[src/rtl/base.sv]
// Shared data-path types: CPU word, memory access width and load completion status.
package base;

    localparam int CPU_WORD_W = 32;

    typedef logic [CPU_WORD_W-1:0] cpu_word;

    // Access width of a load or store.
    typedef enum logic [1:0] {
        MEM_W = 2'd0,
        MEM_H = 2'd1,
        MEM_B = 2'd2
    } mem_mode;

    // Completion code returned with every load result.
    typedef enum logic [1:0] {
        LOAD_OK         = 2'd0,
        LOAD_MISALIGNED = 2'd1,
        LOAD_BUS_ERR    = 2'd2,
        LOAD_TIMEOUT    = 2'd3
    } load_status;

endpackage

[src/rtl/mem_load_extract.sv]
// Selects a byte/halfword/word from a bus word and zero- or sign-extends it.
module mem_load_extract
    import base::*;
(
    input  cpu_word    word,
    input  mem_mode    mode,
    input  logic [1:0] byteAdr,
    input  logic       isUnsigned,
    output cpu_word    data
);

    logic [15:0] half;
    logic [7:0]  byteSel;

    // Lane selection: addr[1] picks the halfword, addr[1:0] picks the byte.
    always_comb begin
        half    = byteAdr[1] ? word[31:16] : word[15:0];
        byteSel = word[7:0];
        case (byteAdr)
            2'd0:    byteSel = word[7:0];
            2'd1:    byteSel = word[15:8];
            2'd2:    byteSel = word[23:16];
            default: byteSel = word[31:24];
        endcase
    end

    // Extension to a full word; an unknown mode encoding behaves like a word load.
    always_comb begin
        data = word;
        case (mode)
            MEM_H:   data = {{16{half[15] & ~isUnsigned}}, half};
            MEM_B:   data = {{24{byteSel[7] & ~isUnsigned}}, byteSel};
            default: data = word;
        endcase
    end

endmodule

[src/rtl/mem_load_unit.sv]
// Load unit: accepts one load, issues a word-aligned memory read and returns
// the extended result with a status code. One transaction in flight at a time.
module mem_load_unit
    import base::*;
#(
    parameter int TIMEOUT_CYCLES = 255
)
(
    input  logic       clk,
    input  logic       rst_n,
    input  logic       reqValid,
    output logic       reqReady,
    input  cpu_word    reqAddr,
    input  mem_mode    reqMode,
    input  logic       reqUnsigned,
    output logic       respValid,
    input  logic       respReady,
    output cpu_word    respData,
    output load_status respStatus,
    output logic       memReq,
    output cpu_word    memAddr,
    input  logic       memGnt,
    input  logic       memRvalid,
    input  cpu_word    memRdata,
    input  logic       memErr
);

    localparam int CNT_W = $clog2(TIMEOUT_CYCLES + 1);
    localparam logic [CNT_W-1:0] CNT_LAST = CNT_W'(TIMEOUT_CYCLES - 1);

    typedef enum logic [1:0] {
        IDLE = 2'd0,
        ADDR = 2'd1,
        DATA = 2'd2,
        RESP = 2'd3
    } state_t;

    state_t           state;
    state_t           stateNext;
    cpu_word          addrReg;
    mem_mode          modeReg;
    logic             unsignedReg;
    logic [CNT_W-1:0] cnt;
    cpu_word          extData;
    logic             misaligned;
    logic             accept;
    logic             loadResp;
    logic             cntClear;
    logic             cntInc;
    cpu_word          respDataNext;
    load_status       respStatusNext;

    mem_load_extract u_extract (
        .word       (memRdata),
        .mode       (modeReg),
        .byteAdr    (addrReg[1:0]),
        .isUnsigned (unsignedReg),
        .data       (extData)
    );

    assign misaligned = ((reqMode == MEM_W) && (reqAddr[1:0] != 2'b00)) ||
                        ((reqMode == MEM_H) && reqAddr[0]);

    // Word-aligned bus address comes straight from the latched request.
    assign memAddr = {addrReg[CPU_WORD_W-1:2], 2'b00};

    // State register; reset abandons any transaction and drops memReq at once.
    always_ff @(posedge clk or negedge rst_n) begin
        if (!rst_n) begin
            state <= IDLE;
        end else begin
            state <= stateNext;
        end
    end

    // Next-state decode, datapath strobes and state-decoded handshake outputs.
    always_comb begin
        stateNext      = state;
        accept         = 1'b0;
        loadResp       = 1'b0;
        cntClear       = 1'b0;
        cntInc         = 1'b0;
        respDataNext   = '0;
        respStatusNext = LOAD_OK;
        reqReady       = (state == IDLE);
        memReq         = (state == ADDR);
        respValid      = (state == RESP);
        case (state)
            IDLE: begin
                if (reqValid) begin
                    accept = 1'b1;
                    if (misaligned) begin
                        loadResp       = 1'b1;
                        respStatusNext = LOAD_MISALIGNED;
                        stateNext      = RESP;
                    end else begin
                        stateNext = ADDR;
                    end
                end
            end
            ADDR: begin
                if (memGnt) begin
                    cntClear  = 1'b1;
                    stateNext = DATA;
                end
            end
            DATA: begin
                if (memRvalid) begin
                    loadResp  = 1'b1;
                    stateNext = RESP;
                    if (memErr) begin
                        respStatusNext = LOAD_BUS_ERR;
                    end else begin
                        respDataNext = extData;
                    end
                end else if (cnt == CNT_LAST) begin
                    loadResp       = 1'b1;
                    respStatusNext = LOAD_TIMEOUT;
                    stateNext      = RESP;
                end else begin
                    cntInc = 1'b1;
                end
            end
            RESP: begin
                if (respReady) begin
                    stateNext = IDLE;
                end
            end
            default: stateNext = IDLE;
        endcase
    end

    // Request latch, wait counter and registered response.
    always_ff @(posedge clk or negedge rst_n) begin
        if (!rst_n) begin
            addrReg     <= '0;
            modeReg     <= MEM_W;
            unsignedReg <= 1'b0;
            cnt         <= '0;
            respData    <= '0;
            respStatus  <= LOAD_OK;
        end else begin
            if (accept) begin
                addrReg     <= reqAddr;
                modeReg     <= reqMode;
                unsignedReg <= reqUnsigned;
            end
            if (cntClear) begin
                cnt <= '0;
            end else if (cntInc) begin
                cnt <= cnt + 1'b1;
            end
            if (loadResp) begin
                respData   <= respDataNext;
                respStatus <= respStatusNext;
            end
        end
    end

endmodule

[config.mk]
export PLATFORM = sky130hd
export DESIGN_NAME = mem_load_unit
export DESIGN_NICKNAME = d
export VERILOG_FILES = /design/src/rtl/base.sv /design/src/rtl/mem_load_extract.sv /design/src/rtl/mem_load_unit.sv
export SDC_FILE = /design/constraint.sdc
export NUM_CORES = 1
export LEC_CHECK = 0
export CAP_MARGIN = 30
export CORE_ASPECT_RATIO = 0.75
export CORE_MARGIN = 5
export CORE_UTILIZATION = 49
export DETAILED_ROUTE_END_ITERATION = 10
export PLACE_DENSITY = 0.95
export SETUP_SLACK_MARGIN = 0.05
export SLEW_MARGIN = 20
export SYNTH_ARGS = -nofsm -noshare
export SYNTH_HDL_FRONTEND = slang
export SYNTH_HIERARCHICAL = 1
export SYNTH_SLANG_ARGS = --single-unit
[constraint.sdc]
create_clock -name clk -period 3.3 [get_ports clk]
set_input_delay 0.66 -clock clk [delete_from_list [all_inputs] [get_ports clk]]
set_output_delay 0.66 -clock clk [all_outputs]
set_load 0.005 [all_outputs]
==> results of run 1 <==
cell families (layout without fill, tap and decap cells):
kind of cell               after synthesis  after routing  synth area share [%]
DFF                                     79             79                  47.9
muxes                                   47             47                  12.8
and+or+nand+nor                         53             53                  7.18
buffers and inverters                   75            182                  10.8
adders and majority gates                8              8                  2.42
other                                    1              2                0.0908
AOI/OAI and AO/OA                      103            103                  18.3
xor gates and xnor gates                 3              3                 0.636
sequential cells by signal (all words and copies together), names as in the netlist:
signal / count
unsignedReg: 1
cnt: 8
modeReg: 2
respStatus: 2
respData: 32
state: 2
addrReg: 32
how the worst max path moves through the flow:
| stage | start | endpoint | slack (ns) | depth (start not counted) |
|---|---|---|---|---|
| 2_1_floorplan | memRdata[15] | respData[24]$_DFFE_PN0P_ | 1.52 | 6 |
| 3_3_place_gp | memRdata[31] | respData[19]$_DFFE_PN0P_ | 0.89 | 6 |
| 3_5_place_dp | memRdata[15] | respData[14]$_DFFE_PN0P_ | 0.79 | 6 |
| 4_1_cts | state[1]$_DFFE_PN0P_ | reqReady | 0.98 | 3 |
| 5_1_grt | modeReg[0]$_DFFE_PN0P_ | respData[16]$_DFFE_PN0P_ | 0.89 | 6 |
| 6_report | state[1]$_DFFE_PN0P_ | reqReady | 1.0 | 3 |
report_power, final:
part,switching [mW],leakage [nW],internal (mW)
combinational,1.20,1.34,1.49
sequential,0.295,1.00,1.38
clock,0.366,0.169,0.776
cell type report:
cell class / count / area share, %
clock buffers: 12 / 4.51
flip-flops and latches: 79 / 34.7
inverters: 23 / 1.52
clock inverters: 3 / 1.58
repair buffers: 144 / 25.2
multi-input cells: 216 / 30.1
well taps: 108 / 2.37
Yosys cell counts, types with 2 or more instances:
master,count,area share [%]
and2_1,2,0.30
buf_2,4,0.48
or4_1,2,0.36
clkbuf_1,11,1.0
o2bb2ai_1,7,1.5
ha_1,8,2.4
o211ai_1,3,0.55
nor2_1,13,1.2
nand2_1,10,0.91
inv_1,23,2.1
buf_6,5,1.4
o21ai_0,3,0.36
nand3_1,3,0.36
mux2_2,41,11
xor2_1,2,0.42
mux2i_1,5,1.2
buf_4,32,5.8
a21oi_1,35,4.2
nor2b_1,10,1.5
a22o_1,32,6.8
nand2b_1,5,0.76
a22oi_1,7,1.3
dfrtp_1,79,48
worst max-delay path, delay by kind of cell, from the launching register on:
family	cells	cell delay (ns)
DFF	1	0.40
adders and majority gates	1	0.27
buffers and inverters	2	0.65
per-stage QoR:
step / util (%) / hold WS, ns / setup slack, ns / power (mW) / area (µm²)
2_1_floorplan: - / 0.364 / 1.52 / 3.43 / 4130
3_3_place_gp: 64.0 / 0.484 / 0.887 / 4.22 / 5340
3_5_place_dp: 64.0 / 0.486 / 0.795 / 4.34 / 5340
4_1_cts: 68.2 / 0.502 / 0.978 / 5.53 / 5690
5_1_grt: 68.2 / 0.417 / 0.891 / 5.87 / 5690
6_report: 68.2 / 0.370 / 0.999 / 5.51 / 5690
metal layers:
layer / vias to the layer above / global-route usage [%] / wire [µm]
met3: 22 / 7.71 / 1170
met4: 0 / 6.85 / 170
met5: - / 0 / 0
met1: 1600 / 27.2 / 4300
li1: 1492 / - / -
met2: 175 / 34.4 / 5220
==> impl_metrics.tcl, run 1 <==
set metrics [dict create \
    detail_route.wirelength_um 10900 \
    die_height_um 89.5 \
    cts.root.buffer_cell "clkbuf_16" \
    grt_setup_unrepaired "no" \
    placement.io_buffers 140 \
    synthesis.yosys.warnings 6 \
    timing.reg2reg.worst_path_depth 6 \
    placedCellCount 570 \
    grt_first_pass_wirelength_um 17100 \
    number_of_antenna_violations_at_the_first_check_in_global_routing 0 \
    max_cap_violations 0 \
    synth-main-ff-cell "dfrtp_1" \
    post_cts_repair_setup_buffers 0 \
    drt_iter0_drcs 195 \
    cp_cell_sequence "inv_1, ha_1, clkdlybuf4s50_1" \
    track_usage_pct 21.4 \
    grt_start_max_net_pins 80 \
    run_status "completed" \
    synthesis.area_per_instance_um2 11.2 \
    timing.final.crit_share_pct 69.7 \
    setup.reg_to_reg.worst_slack_ns 1.05 \
    netlist_area_mm2 0.00413 \
    final_cells 585 \
    place_hpwl_um 7850 \
    ir_drop_mv 0.624 \
    cts_made_buffers 9 \
    slew_violations 0 \
    p_leak_nw 2.51 \
    skew_ns 0.00293 \
    max-clock-path-buffers 2 \
    min-delay-path-class "input port to async pin" \
    htree_levels 3 \
    initial_core_util_pct 49.5 \
    finalSetupTns_ns 0 \
    crit_arrival_ns 1.64 \
    avgViaCountPerCell 5.62 \
    type_of_the_worst_setup_path "register to primary output" \
    fillCellCount 620 \
    sequential_standard_cell_area_mm2 0.00198 \
    syn_to_final_growth_pct 37.8 \
    report.final.setup_viol 0 \
    max_stage_delay_cell_worst_path "clkdlybuf4s50_1" \
    placeableCoreArea_mm2 0.00835 \
    most_frequent_cells_in_the_layout "clkdlybuf4s50_1, dfrtp_1, mux2_2, a21oi_1, a22o_1" \
    drc 0 \
    nNetsFinal 555 \
    crit-reg2reg-capture "respData[16]$_DFFE_PN0P_" \
    clock_insertion_delay_worst_skew_ns 0.33 \
    std_cell_rows 29 \
    ant_nets 0 \
    critPathMaxStageDelay_ns 0.54 \
    first_global_vias 3380 \
    num_antenna_cells 0 \
    synthDistinctLibCells 50 \
    worstSetupEndpointType "primary output" \
    cts.sink_count 79 \
    number_of_enable_type_register_cells_in_the_synthesized_netlist 0 \
    tightestPinTransition_ns 0.748 \
    multi_input_area_mm2 0.00171 \
    crit_required_ns 2.64 \
    postSynthRegisterBits 79 \
    synthArstFlopShare_pct 100 \
    post_drt_wl_per_cell_um 18.6 \
    ios 143 \
    timing.max_slew.rel_slack_pct 50.1 \
    report.final.hold_viol_count 0 \
    globalRouteOverflowTotal 0 \
    layout.cells.most_common "clkdlybuf4s50_1" \
    die-width_um 116 \
    cts_clk_pin_slew_worst_paths_ns 0.06 \
    seq_area_frac_synth_pct 47.9 \
    synthCells 369 \
    worstPathMaxFanout 5 \
    cts_hold_buf 0 \
    drtPass1Iterations 5 \
    via_count 3289 \
    cts_resized 0 \
    timing.final.crit_period_ns 2.30 \
    rr_startpoint "modeReg[0]$_DFFE_PN0P_" \
    worstSetupStartpointType "register" \
    p_per_area_mw_per_mm2 968 \
    cts_tree "built" \
    fp.dieArea_mm2 0.0104 \
    proportion_of_layout_cells_with_a_drive_suffix_above_1_pct 14.9 \
    gpl.final_weighted_congestion 0.908 \
    maxClockFrequency_mhz 435 \
]
Note: power is estimated with default switching activity, not from simulation.
==> run 2: changes to the inputs <==
- CORE_UTILIZATION: 49 -> 46
- PLACE_DENSITY: 0.95 -> 0.92
- clock period: 3.3 -> 2.25 ns (I/O delays scaled with it)
==> run 2 against run 1 <==
Critical path depth did not move. Cell area rose by 0.31%. Core utilization is 4.0 points lower. Count of clock-buffer cells in the layout is the same. Die area is 5.9% higher. Routed wire length up 0.75%. Largest cell class unchanged. Largest power group unchanged.
==> impl_metrics.tcl, run 2 (same netlist as run 1, synthesis figures left out) <==
set metrics [dict create \
    avgViaCountPerCell 5.51 \
    power_frac_seq_pct 30.2 \
    cp_cell_sequence "inv_1, ha_1, clkdlybuf4s50_1" \
    timing.final.crit_share_pct 92.7 \
    clock_insertion_delay_worst_skew_ns 0.33 \
    cts_made_buffers 9 \
    critical_path_buf_inv_count 2 \
    report.final.hold_viol_count 0 \
    place_hpwl_um 8090 \
    number_of_antenna_violations_at_the_first_check_in_global_routing 0 \
    slew_violations 0 \
    timing.max_slew.rel_slack_pct 55.7 \
    syn_to_final_growth_pct 38.3 \
    tightestPinTransition_ns 0.665 \
    placement.io_buffers 140 \
    timing.final.crit_period_ns 2.09 \
    ir_drop_mv 0.605 \
    die-width_um 119 \
    post_drt_wl_per_cell_um 18.4 \
    largest_registers "addrReg: 32 flops, respData: 32 flops, cnt: 8 flops" \
    cts_resized 0 \
    grt_first_pass_wirelength_um 17500 \
    worst_path_dominant_cell_family "buffers and inverters" \
    grt_setup_unrepaired "no" \
    cts.root.buffer_cell "clkbuf_16" \
    drc 0 \
    max_stage_delay_cell_worst_path "clkdlybuf4s50_1" \
    initial_core_util_pct 46.4 \
    skew_ns 0.00756 \
    placeableCoreArea_mm2 0.00890 \
    max_cap_violations 0 \
    track_usage_pct 20.0 \
    detail_route.wirelength_um 10900 \
    die_height_um 92.1 \
    total_switching_power_mw 2.77 \
    grt_start_max_net_pins 52 \
    nNetsFinal 561 \
    total_power_mw 8.03 \
    worstPathMaxFanout 5 \
    min-delay-path-class "input port to async pin" \
    layout.cells.most_common "clkdlybuf4s50_1" \
    cts_clk_pin_slew_worst_paths_ns 0.06 \
    p_per_area_mw_per_mm2 1410 \
    crit_arrival_ns 1.64 \
    cts_tree "built" \
    p_leak_nw 2.52 \
    crit_required_ns 1.80 \
    worstSetupEndpointType "primary output" \
    gpl.final_weighted_congestion 0.869 \
    swShare_pct 34.6 \
    drtPass1Iterations 4 \
    post_cts_repair_setup_buffers 0 \
    power.internal_mw 5.25 \
    num_antenna_cells 0 \
    most_frequent_cells_in_the_layout "clkdlybuf4s50_1, dfrtp_1, mux2_2, a21oi_1, a22o_1" \
    finalSetupTns_ns 0 \
    cts_hold_buf 0 \
    ios 143 \
    proportion_of_layout_cells_with_a_drive_suffix_above_1_pct 15.5 \
    share_comb_of_total_power_pct 51.0 \
    max-clock-path-buffers 2 \
    via_count 3280 \
    layout_setup_ws_ns 0.164 \
    drt_iter0_drcs 334 \
    fp.dieArea_mm2 0.0110 \
    maxClockFrequency_mhz 479 \
    worstSetupStartpointType "register" \
    std_cell_rows 30 \
    critPathMaxStageDelay_ns 0.54 \
    globalRouteOverflowTotal 0 \
    htree_levels 3 \
    first_global_vias 3485 \
    type_of_the_worst_setup_path "register to primary output" \
    run_status "completed" \
    clockPowerShare_pct 18.8 \
    report.final.setup_viol 0 \
    detailedPlace.worstSlack_ns 0.0861 \
    cts.sink_count 79 \
    ant_nets 0 \
]
run 2: cell types whose count changed in the layout (fill, tap and decap cells not counted):
| cell | previous run | this run |
|---|---|---|
| clkbuf_8 | 2 | 0 |
| clkinv_4 | 0 | 1 |
| buf_6 | 1 | 0 |
| buf_12 | 0 | 1 |
| bufinv_16 | 3 | 2 |
| clkbuf_1 | 1 | 3 |
| buf_4 | 4 | 10 |
run 2: worst reg2reg max path, delay by kind of cell (launching register included):
family                     cells  cell delay, ns
AOI/OAI and AO/OA              4            1.04
DFF                            1            0.40
adders and majority gates      1            0.39
run 2: path summary, 6_finish.rpt:
check / startpoint / to / slack [ns] / cells past startpoint
setup reg to reg: modeReg[0]$_DFFE_PN0P_ / respData[5]$_DFFE_PN0P_ / 0.33 / 5
min in group clk: addrReg[3]$_DFFE_PN0P_ / addrReg[3]$_DFFE_PN0P_ / 0.50 / 1
hold / removal: rst_n / cnt[6]$_DFFE_PN0P_ / 0.16 / 1
setup / recovery: state[0]$_DFFE_PN0P_ / reqReady / 0.16 / 3
max in group asynchronous: rst_n / respData[18]$_DFFE_PN0P_ / 1.52 / 2
hold reg to reg: addrReg[3]$_DFFE_PN0P_ / addrReg[3]$_DFFE_PN0P_ / 0.50 / 1
run 2: cell type report:
class | instances | area [µm²]
clock inverter | 3 | 68.8
timing repair buffer | 150 | 1490
tap | 112 | 140
sequential | 79 | 1980
fill | 682 | 3190
clock buffer | 12 | 236
multi-input combinational | 216 | 1710
inverter | 23 | 86.3
run 2: through the flow:
step	util (%)	hold WS, ns	cell area, µm²	std cells
2_1_floorplan	-	0.154	4130	370
3_3_place_gp	60.7	0.483	5400	580
3_5_place_dp	60.7	0.485	5400	580
4_1_cts	64.2	0.172	5710	595
5_1_grt	64.2	0.194	5710	595
6_report	64.2	0.155	5710	595
run 2: power groups by stage:
stage          logic (mW)  registers [mW]  clock network, mW
6_report             4.09            2.43               1.51
5_1_grt              4.43            2.50               1.61
4_1_cts              4.09            2.43               1.55
3_5_place_dp         4.03            2.44                  0
3_3_place_gp         3.88            2.40                  0
2_1_floorplan        2.68            2.34                  0
run 2: per-layer routing:
metal,global-route usage [%],share of wire [%],vias to the layer above,routed length (µm)
li1,-,-,1507,-
met1,23.7,39,1569,4320
met2,33.1,48,176,5220
met3,8.38,11,28,1200
met4,6.39,1.8,0,201
met5,0,0,-,0
==> run 3: changes to the inputs <==
- ABC_AREA: unset -> 1
- CORE_UTILIZATION: 46 -> 48
- PLACE_DENSITY: 0.92 -> 0.93
- TNS_END_PERCENT: unset -> 100
==> run 3 against run 2 <==
Core utilization increased by 0.63 points. Critical endpoint unchanged. Sequential power increased by 2%. Synthesized area increased by 12%. Highest routed layer unchanged. Critical path depth unchanged. Total power increased by 1.4%. Hold slack got worse by 0.047 ns. Routed wire length increased by 8.1%. First-iteration DRC count decreased by 9.0%.
==> impl_metrics.tcl, run 3 <==
set metrics [dict create \
    htree_levels 3 \
    via_count 3995 \
    worstSetupEndpointType "primary output" \
    largest_registers "addrReg: 32 flops, respData: 32 flops, cnt: 8 flops" \
    crit_required_ns 1.80 \
    synth-main-ff-cell "dfrtp_1" \
    placement.io_buffers 140 \
    drc 0 \
    grt_setup_unrepaired "no" \
    cp.depth 3 \
    detail_route.wirelength_um 11800 \
    report.final.hold_viol_count 0 \
    synthMostInstantiatedCell "nand2_1" \
    synthDistinctLibCells 32 \
    timing.final.crit_period_ns 2.10 \
    slew_violations 0 \
    ant_nets 0 \
    gpl.final_weighted_congestion 0.911 \
    report.final.setup_viol 0 \
    synthSimpleGateAreaFrac_pct 30.5 \
    p_per_area_mw_per_mm2 1320 \
    synthArstFlopShare_pct 100 \
    max-clock-path-buffers 2 \
    track_usage_pct 21.0 \
    synth.top_cells.by_area "dfrtp_1, nand2_1, mux2_2, nand3_1, buf_4" \
    syn_to_final_growth_pct 33.2 \
    ir_drop_mv 0.651 \
    ios 143 \
    die-width_um 124 \
    std_cell_rows 31 \
    crit_arrival_ns 1.65 \
    synth_xor_area_share_pct 0.377 \
    synthCells 551 \
    cts_tree "built" \
    finalSetupTns_ns 0 \
    drtPass1Iterations 5 \
    netlist_top_cells_count "nand2_1, dfrtp_1, nand3_1" \
    type_of_the_worst_setup_path "register to primary output" \
    nNetsFinal 737 \
    netlist_area_mm2 0.00464 \
    globalRouteOverflowTotal 0 \
    fp.dieArea_mm2 0.0118 \
    most_frequent_cells_in_the_layout "nand2_1, clkdlybuf4s50_1, dfrtp_1, nand3_1, inv_1" \
    placeableCoreArea_mm2 0.00954 \
    maxClockFrequency_mhz 477 \
    seq_area_frac_synth_pct 42.6 \
    place_hpwl_um 8890 \
    cts_hold_buf 0 \
    synth-compound-area-share_pct 3.91 \
    cts.sink_count 79 \
    initial_core_util_pct 48.7 \
    p_leak_nw 3.04 \
    tightestPinTransition_ns 0.580 \
    cts_resized 0 \
    timing.max_slew.rel_slack_pct 61.4 \
    timing.reg2reg.worst_path_depth 8 \
    timing.final.crit_share_pct 93.1 \
    layout.cells.most_common "nand2_1" \
    synthesis.area_per_instance_um2 8.43 \
    postSynthRegisterBits 79 \
    run_status "completed" \
    synthesis.yosys.warnings 6 \
    grt_start_max_net_pins 45 \
    number_of_enable_type_register_cells_in_the_synthesized_netlist 0 \
    yosys-mux-area-fraction_pct 7.76 \
    total_power_mw 8.14 \
    max_cap_violations 0 \
    cts_clk_pin_slew_worst_paths_ns 0.06 \
    post_drt_wl_per_cell_um 15.0 \
    grt_first_pass_wirelength_um 19400 \
    number_of_antenna_violations_at_the_first_check_in_global_routing 0 \
    main_combinational_cell_family_by_area_after_synthesis "simple AND/OR/NAND/NOR gates" \
    clock_insertion_delay_worst_skew_ns 0.33 \
    avgViaCountPerCell 5.05 \
    drt_iter0_drcs 304 \
    synth_adder_area_share_pct 2.16 \
    worstSetupStartpointType "register" \
    critPathMaxStageDelay_ns 0.54 \
    cts.root.buffer_cell "clkbuf_16" \
    skew_ns 0.00543 \
    fillCellCount 824 \
    worstPathMaxFanout 5 \
    worst_path_dominant_cell_family "buffers and inverters" \
    die_height_um 95.2 \
    num_antenna_cells 0 \
    min-delay-path-class "input port to async pin" \
    first_global_vias 4035 \
    synth_top_cell_by_area "dfrtp_1" \
    yosysTopAreaCellShare_pct 42.6 \
    proportion_of_layout_cells_with_a_drive_suffix_above_1_pct 14.1 \
    cts_made_buffers 9 \
    post_cts_repair_setup_buffers 0 \
    cp_cell_sequence "inv_1, ha_1, clkdlybuf4s50_1" \
    max_stage_delay_cell_worst_path "clkdlybuf4s50_1" \
    critical_path_buf_inv_count 2 \
]
-- run 3: cell count changes in the layout (fill, tap and decap cells not counted), moves of 5 or more --
cell	previous run	this run
nand2_1	10	169
nand2b_1	5	0
mux2i_1	5	0
nor2b_1	10	0
a22oi_1	7	0
a22o_1	32	0
o2bb2ai_1	7	0
nand3_1	3	68
a21oi_1	35	25
nand3_2	0	19
inv_1	23	34
mux2_2	41	32
nor2_1	12	24
-- run 3: worst paths after layout --
path / slack (ns) / endpoint / startpoint
max: 0.15 / reqReady / state[0]$_DFFE_PN0P_
min: 0.11 / cnt[1]$_DFFE_PN0P_ / rst_n
max reg2reg: 0.37 / respData[0]$_DFFE_PN0P_ / modeReg[0]$_DFFE_PN0P_
min reg2reg: 0.50 / addrReg[17]$_DFFE_PN0P_ / addrReg[17]$_DFFE_PN0P_
max in group asynchronous: 1.53 / respData[26]$_DFFE_PN0P_ / rst_n
min in group clk: 0.50 / addrReg[17]$_DFFE_PN0P_ / addrReg[17]$_DFFE_PN0P_
-- run 3: cell families (layout without fill, tap and decap cells) --
family | count (synthesis) | in the layout
adder cells (fa/ha/maj) | 8 | 8
other | 1 | 2
flip-flops | 79 | 79
buffers and inverters | 94 | 201
multiplexers | 32 | 32
XOR/XNOR | 2 | 2
AND/OR/NAND/NOR | 300 | 300
AO/OA/AOI/OAI | 35 | 35
-- run 3: routing by layer --
metal / up-vias / routed length [µm] / track usage, %
met2: 165 / 5850 / 35.6
met3: 18 / 886 / 6.05
li1: 1947 / - / -
met5: - / 0 / 0
met1: 1865 / 4890 / 26.2
met4: 0 / 196 / 5.99
-- run 3: final cells by class --
type	count	area [µm²]	area share [%]
Clock buffer	11	243	3.93
Clock inverter	4	70.1	1.13
Multi-Input combinational cell	379	2080	33.7
Inverter	37	140	2.27
Timing Repair Buffer	149	1500	24.3
Tap cell	132	165	2.67
Sequential cell	79	1980	32.0
-- run 3: worst register-to-register path, cell delays in order (launching register included) --
cell	delay, ns
dfrtp_1	0.38
inv_1	0.06
ha_1	0.30
clkinv_1	0.38
nand2_1	0.36
nand2_1	0.10
nand2_1	0.08
nand3_1	0.09
nand2_1	0.09
-- run 3: power by group --
group,internal [mW],switching (mW)
sequential,2.06,0.431
combinational,2.10,2.02
clock,0.991,0.543
total,5.14,2.99
-- run 3: metrics by stage --
stage               area, µm²  worst slack [ns]  cells  util, %  hold WS (ns)
detailed placement       5870             0.270    776     61.5         0.492
global route             6180            0.0578    791     64.8         0.162
floorplan                4650             0.630    552        -         0.154
global placement         5870             0.299    776     61.5         0.485
CTS                      6180             0.142    791     64.8         0.133
finish                   6180             0.154    791     64.8         0.108
